$ cat src/rtl/vga_text_scan.sv
// 640x480@60 timing and text-mode address generator for an 80x30 character display.
// Stage 0 drives the text RAM address; sync/blank/column are delayed to meet the glyph ROM output.
module vga_text_scan #(
  parameter int unsigned H_VISIBLE = 640,
  parameter int unsigned H_FP      = 16,
  parameter int unsigned H_SYNC    = 96,
  parameter int unsigned H_BP      = 48,
  parameter int unsigned V_VISIBLE = 480,
  parameter int unsigned V_FP      = 10,
  parameter int unsigned V_SYNC    = 2,
  parameter int unsigned V_BP      = 33,
  parameter int unsigned COLS      = 80
) (
  input  logic        clk,
  input  logic        rst,
  output logic [11:0] text_addr,
  output logic [3:0]  chr_row,
  output logic [2:0]  chr_col,
  output logic        hsync,
  output logic        vsync,
  output logic        video_on,
  output logic        frame_start
);

  localparam int unsigned H_TOTAL = H_VISIBLE + H_FP + H_SYNC + H_BP;
  localparam int unsigned V_TOTAL = V_VISIBLE + V_FP + V_SYNC + V_BP;

  localparam logic [9:0]  H_LAST   = 10'(H_TOTAL - 1);
  localparam logic [9:0]  V_LAST   = 10'(V_TOTAL - 1);
  localparam logic [9:0]  H_VIS_C  = 10'(H_VISIBLE);
  localparam logic [9:0]  V_VIS_C  = 10'(V_VISIBLE);
  localparam logic [9:0]  HS_START = 10'(H_VISIBLE + H_FP);
  localparam logic [9:0]  HS_END   = 10'(H_VISIBLE + H_FP + H_SYNC);
  localparam logic [9:0]  VS_START = 10'(V_VISIBLE + V_FP);
  localparam logic [9:0]  VS_END   = 10'(V_VISIBLE + V_FP + V_SYNC);
  localparam logic [11:0] COLS_C   = 12'(COLS);

  logic [9:0] h_q, h_d;
  logic [9:0] v_q, v_d;

  logic       visible0, hs0, vs0;

  logic [3:0] row1_q;
  logic [2:0] col1_q, col2_q;
  logic       hs1_q, hs2_q;
  logic       vs1_q, vs2_q;
  logic       vis1_q, vis2_q;

  always_comb begin
    h_d = h_q + 10'd1;
    v_d = v_q;
    if (h_q == H_LAST) begin
      h_d = '0;
      v_d = (v_q == V_LAST) ? '0 : v_q + 10'd1;
    end
  end

  always_ff @(posedge clk or posedge rst) begin
    if (rst) begin
      h_q <= '0;
      v_q <= '0;
    end else begin
      h_q <= h_d;
      v_q <= v_d;
    end
  end

  always_comb begin
    visible0    = (h_q < H_VIS_C) && (v_q < V_VIS_C);
    hs0         = !((h_q >= HS_START) && (h_q < HS_END));
    vs0         = !((v_q >= VS_START) && (v_q < VS_END));
    frame_start = (h_q == '0) && (v_q == '0);
    text_addr   = '0;
    // Address is forced to 0 in blanking so it never leaves the 0..COLS*30-1 window.
    if (visible0) begin
      text_addr = 12'(v_q[9:4]) * COLS_C + 12'(h_q[9:3]);
    end
  end

  // Sync registers reset to the inactive (high) level so release emits no stray pulse.
  always_ff @(posedge clk or posedge rst) begin
    if (rst) begin
      row1_q <= '0;
      col1_q <= '0;
      col2_q <= '0;
      hs1_q  <= 1'b1;
      hs2_q  <= 1'b1;
      vs1_q  <= 1'b1;
      vs2_q  <= 1'b1;
      vis1_q <= 1'b0;
      vis2_q <= 1'b0;
    end else begin
      row1_q <= v_q[3:0];
      col1_q <= h_q[2:0];
      col2_q <= col1_q;
      hs1_q  <= hs0;
      hs2_q  <= hs1_q;
      vs1_q  <= vs0;
      vs2_q  <= vs1_q;
      vis1_q <= visible0;
      vis2_q <= vis1_q;
    end
  end

  assign chr_row  = row1_q;
  assign chr_col  = col2_q;
  assign hsync    = hs2_q;
  assign vsync    = vs2_q;
  assign video_on = vis2_q;

endmodule

$ cat config.mk
export PLATFORM = sky130hd
export DESIGN_NAME = vga_text_scan
export DESIGN_NICKNAME = d
export VERILOG_FILES = /design/src/rtl/vga_text_scan.sv
export SDC_FILE = /design/constraint.sdc
export NUM_CORES = 1
export LEC_CHECK = 0
export ABC_CLOCK_PERIOD_IN_PS = 2500
export BUFFER_PORTS_ARGS = -buffer_cell sky130_fd_sc_hd__buf_4
export CELL_PAD_IN_SITES_DETAIL_PLACEMENT = 0
export CELL_PAD_IN_SITES_GLOBAL_PLACEMENT = 2
export CORE_AREA = 3 3 82 84
export CTS_CLUSTER_DIAMETER = 200
export DETAILED_ROUTE_END_ITERATION = 10
export DIE_AREA = 0 0 85 87
export GPL_TIMING_DRIVEN = 0
export PLACE_DENSITY = 0.8
export RECOVER_POWER = 50
export SYNTH_ARGS = -nofsm -noshare
export SYNTH_HDL_FRONTEND = slang
export SYNTH_SLANG_ARGS = --single-unit
$ cat constraint.sdc
create_clock -name clk -period 2.5 [get_ports clk]
set_clock_uncertainty 0.1 [all_clocks]
set_input_delay 0.125 -clock clk [delete_from_list [all_inputs] [get_ports clk]]
set_output_delay 0.125 -clock clk [all_outputs]
set_load 0.01 [all_outputs]
Word-level counts from Yosys, hierarchy flattened
Cells that the tools add are included.
Storage, ports and cells
  input port bits: 2
  register bits after elaboration: 36
Operators by class
  $mul: 1
  add/subtract/negate cells: 3
  mux-type cells: 3
  equality and inequality tests: 2
  reduce and logical (&&, ||, !) cells: 8
  $lt $le $gt $ge: 6
Operator list (count)
  adder 10 x 1 -> 10 bit (second input constant): 2
  == test 10 bit (second input constant): 2
  logical NOT 10 bit: 2
  less-than comparator 10 bit (second input constant): 2
  less-than comparator 10 x 9 -> 1 bit (second input constant): 2
  two-way mux 10 bit: 2
  adder 12 x 7 -> 12 bit: 1
  two-way mux 12 bit: 1
  greater-or-equal comparator 10 bit (second input constant): 1
  greater-or-equal comparator 10 x 9 -> 1 bit (second input constant): 1
  multiplier 6 x 3 -> 8 bit (second input constant): 1
  logical AND 1 bit: 4
  logical NOT 1 bit: 2

Logic depth before layout (Yosys ltp)
  depth in word-level cells: 3
  mapped depth: 8
  mapped depth without buffers: 8

Least setup slack after synthesis
OpenSTA, ideal clock, no wires.
  path kind: reg-to-output
  start: register v_q[5]
  end: output text_addr[10]
  required time: 2.275 ns
  path slack: 0.105 ns
  stages on the path, launching flop included: 9
  buffers on the path: 0
  arrival: 2.170 ns
  cell sequence: dfrtp_1 > ha_1 > ha_1 > inv_1 > fa_1 > nand2b_1 > a211oi_1 > xnor3_1 > and2_1
Between the ends
  longest elaborated chain between the ends: 3
RTL lines
  from (decl): line 39  | logic [9:0] v_q, v_d;
  from (signal assigned): line 64  | v_q <= v_d;
  multiplier 6 x 3 -> 8 bit or less-than comparator 10 x 9 -> 1 bit (tied branches): line 76, 69
  adder 12 x 7 -> 12 bit or logical AND 1 bit (tied branches): line 76, 69
  two-way mux 12 bit (*): line 75  | if (visible0) begin
  to (decl): line 16  | output logic [11:0] text_addr,
Every way passes the cells marked *; elsewhere a longest branch is shown, timed or not.

Final worst setup path
Same ends and word-level chain as after synthesis.

==> results.yml <==
die:
  ios: 25
  rows: 28
  die_area_um2: 7400
  core_um2: 5990
  die_h_um: 87
  chipWidth_um: 85
  start_util_pct: 34.2
clocking:
  clock_path_buffers: 2
  numCtsBuffers: 5
  clock_latency_ns: 0.29
  h-tree-depth: 2
  path_clk_slew_ns: 0.07
  root_buffer: "clkbuf_8"
  clkSinkCount: 36
  cts_tree: "built"
yosys:
  syn_area_um2: 2050
  yosysSeqAreaShare_pct: 44.2
  yosys.area_share.simple_pct: 24.1
  syn_avg_cell_area_um2: 10.6
  syn_inst: 194
  synth_edf_count: 0
  synth_xor_area_share_pct: 6.66
  synth.top_cell.area_share_pct: 39.1
  synth_cell_types: 45
  synth_seq_cells: 36
  async_reset_ff_share_pct: 100
  synth-adder-area-share_pct: 11.1
  yosys-top-cells-area: "dfrtp_1 (39%), ha_1 (9.2%), dfstp_2 (5.1%)"
  synth_mux_area_share_pct: 0.977
  synth_commonest_cells: "dfrtp_1 (32), inv_1 (19), ha_1 (15), nor2_1 (15)"
  yosys_warnings: 0
  synth-main-ff-cell: "dfrtp_1"
  yosysTopAreaCell: "dfrtp_1"
  synth_top_family_by_area: "simple AND/OR/NAND/NOR gates"
  synth.most_common_cell: "dfrtp_1"
  synth-compound-area-share_pct: 8.00
  syn-num-nets: 213
timing:
  slew_violations: 0
  min_period_over_period_pct: 108
  setup_viol: 3
  max_freq_mhz: 369
  rsz0062_at_grt: "true"
  whs_ns: 0.249
  finalHoldViolations: 0
  period_minus_slack_ns: 2.71
  setup_ws_ns: -0.207
  slew-limit-headroom_pct: 32.9
  worst_pin_slew_ns: 1.01
setup_path:
  slowest_delay_ns: 0.43
  crit_slowest_cell: "dfrtp_2"
  critPathMostFrequentCell: "ha_4"
  cp_data_arrival_time_ns: 2.48
  cp_data_required_time_ns: 2.28
  cp-end-kind: "output pin"
  path_cells: "ha_4 > ha_4 > inv_2 > fa_2 > xor2_2 > a211oi_2 > xnor3_1 > and2_4 > buf_6"
  crit_buf_inv: 2
  crit_path_max_fanout: 4
  start_kind: "register"
  crit_family: "adder cells"
  worst-setup-path-type: "register to output pin"
detailed_routing:
  wire_per_inst_um: 14.3
  drtAntennaViolNets: 0
  remaining_drc_errors: 0
  drt_iter0_drc: 52
  drt_wl_total_um: 4450
  dr.pass1.iters: 4
  dr_total_vias: 1546
  via_per_inst: 4.99
cells_and_area:
  fillers: 608
  multi_input_area_um2: 1140
  final_nets: 253
  seqCellArea_um2: 915
  drive_gt1_share_pct: 27.7
  areaGrowthSynthToFinish_pct: 24.4
  antennaDiodeCount: 0
global_routing:
  overflow: 0
  globalRouteTotalUtil_pct: 13.1
  grt_start_max_net_pins: 21
  grt_pass1_wl_um: 7690
  antenna_found_initial: 0
  grt_pass1_vias: 1576
place:
  gp_congestion: 0.772
  io_buffers: 24
  dpl.hpwl_um: 3090
power:
  peakVddDrop_uv: 220
  power_density_nw_per_um2: 390
  total_power_uw: 995
  power.leakage_uw: 0.00107
job:
  cap_violations: 0
min_path:
  min_path_type: "register to register"
outcome:
  status: "complete, but fails checks"
  violations: "setup timing"
## power breakdown
group | internal (uW) | leakage [uW] | total [uW] | switching [uW]
Sequential | 582 | 0.000439 | 582 | 0
Combinational | 2.30 | 0.000584 | 13.5 | 11.2
Clock | 199 | 0.0000424 | 399 | 200
Total | 784 | 0.00107 | 995 | 212
## repair_timing
item,4_1_cts,5_1_grt
hold endpoints to repair,14,0
setup endpoints to repair,4,5
resized for setup,20,8
hold buffers,1,0
setup buffers,7,0
pin swaps,7,5
## routing by layer
layer / track usage, % / vias to the layer above / routed length, um
met4: 3.74 / 0 / 39
met3: 3.60 / 5 / 161
met2: 21.5 / 21 / 2210
met5: 0 / - / 0
li1: - / 759 / -
met1: 17.0 / 761 / 2030
## path summary, 6_finish.rpt
kind	startpoint	end	slack, ns	cells past startpoint
min	col1_q[0]	chr_col[0]	0.25	0
min reg2reg	col1_q[0]	chr_col[0]	0.25	0
max reg2reg	v_q[4]	v_q[4]	0.63	5
max	v_q[5]	text_addr[10]	-0.21	9
min in group asynchronous	rst	h_q[2]	0.37	3
max in group asynchronous	rst	v_q[6]	0.51	4
## sequential cells by signal (all words and copies together), names as in the netlist
| signal | count |
|---|---|
| h_q | 10 |
| v_q | 10 |
| chr_row | 4 |
| chr_col | 3 |
| col1_q | 3 |
| hs1_q | 1 |
| hsync | 1 |
| video_on | 1 |
| vis1_q | 1 |
| vs1_q | 1 |
| vsync | 1 |
## layout by cell type (no fill, tap or decap), types with 6 or more instances in the layout
cell type,n
nand3_1,9
dfrtp_1,25
inv_1,17
ha_1,9
buf_4,18
clkbuf_1,14
nor2_1,14
xnor2_1,9
o21ai_0,6
dfrtp_2,7
nand4_1,7
## final cells by class
type,count,area share [%]
well taps,75,3.68
inverters,20,2.95
multi-input cells,134,44.7
repair buffers,33,8.49
clock buffers,7,2.99
clock inverters,1,0.344
flip-flops and latches,36,35.9
plain buffers,4,0.982
## logic make-up after synthesis
logic type / count (synthesis)
multiplexers: 2
adder cells (fa/ha/maj): 17
AO/OA/AOI/OAI: 25
buffers and inverters: 24
AND/OR/NAND/NOR: 76
XOR/XNOR: 14
flip-flops: 36
## per-stage QoR
stage | TNS (ns) | instance area [um2] | util (%) | instances | setup WS, ns
after floorplan | 0 | 2050 | - | 194 | 0.105
after global placement | -0.188 | 2320 | 38.8 | 293 | -0.174
after detailed placement | -0.174 | 2350 | 39.2 | 294 | -0.158
after CTS | -0.379 | 2590 | 43.2 | 310 | -0.187
after global routing | -0.685 | 2550 | 42.5 | 310 | -0.288
final | -0.419 | 2550 | 42.5 | 310 | -0.207
(Power assumes the default switching activity.)
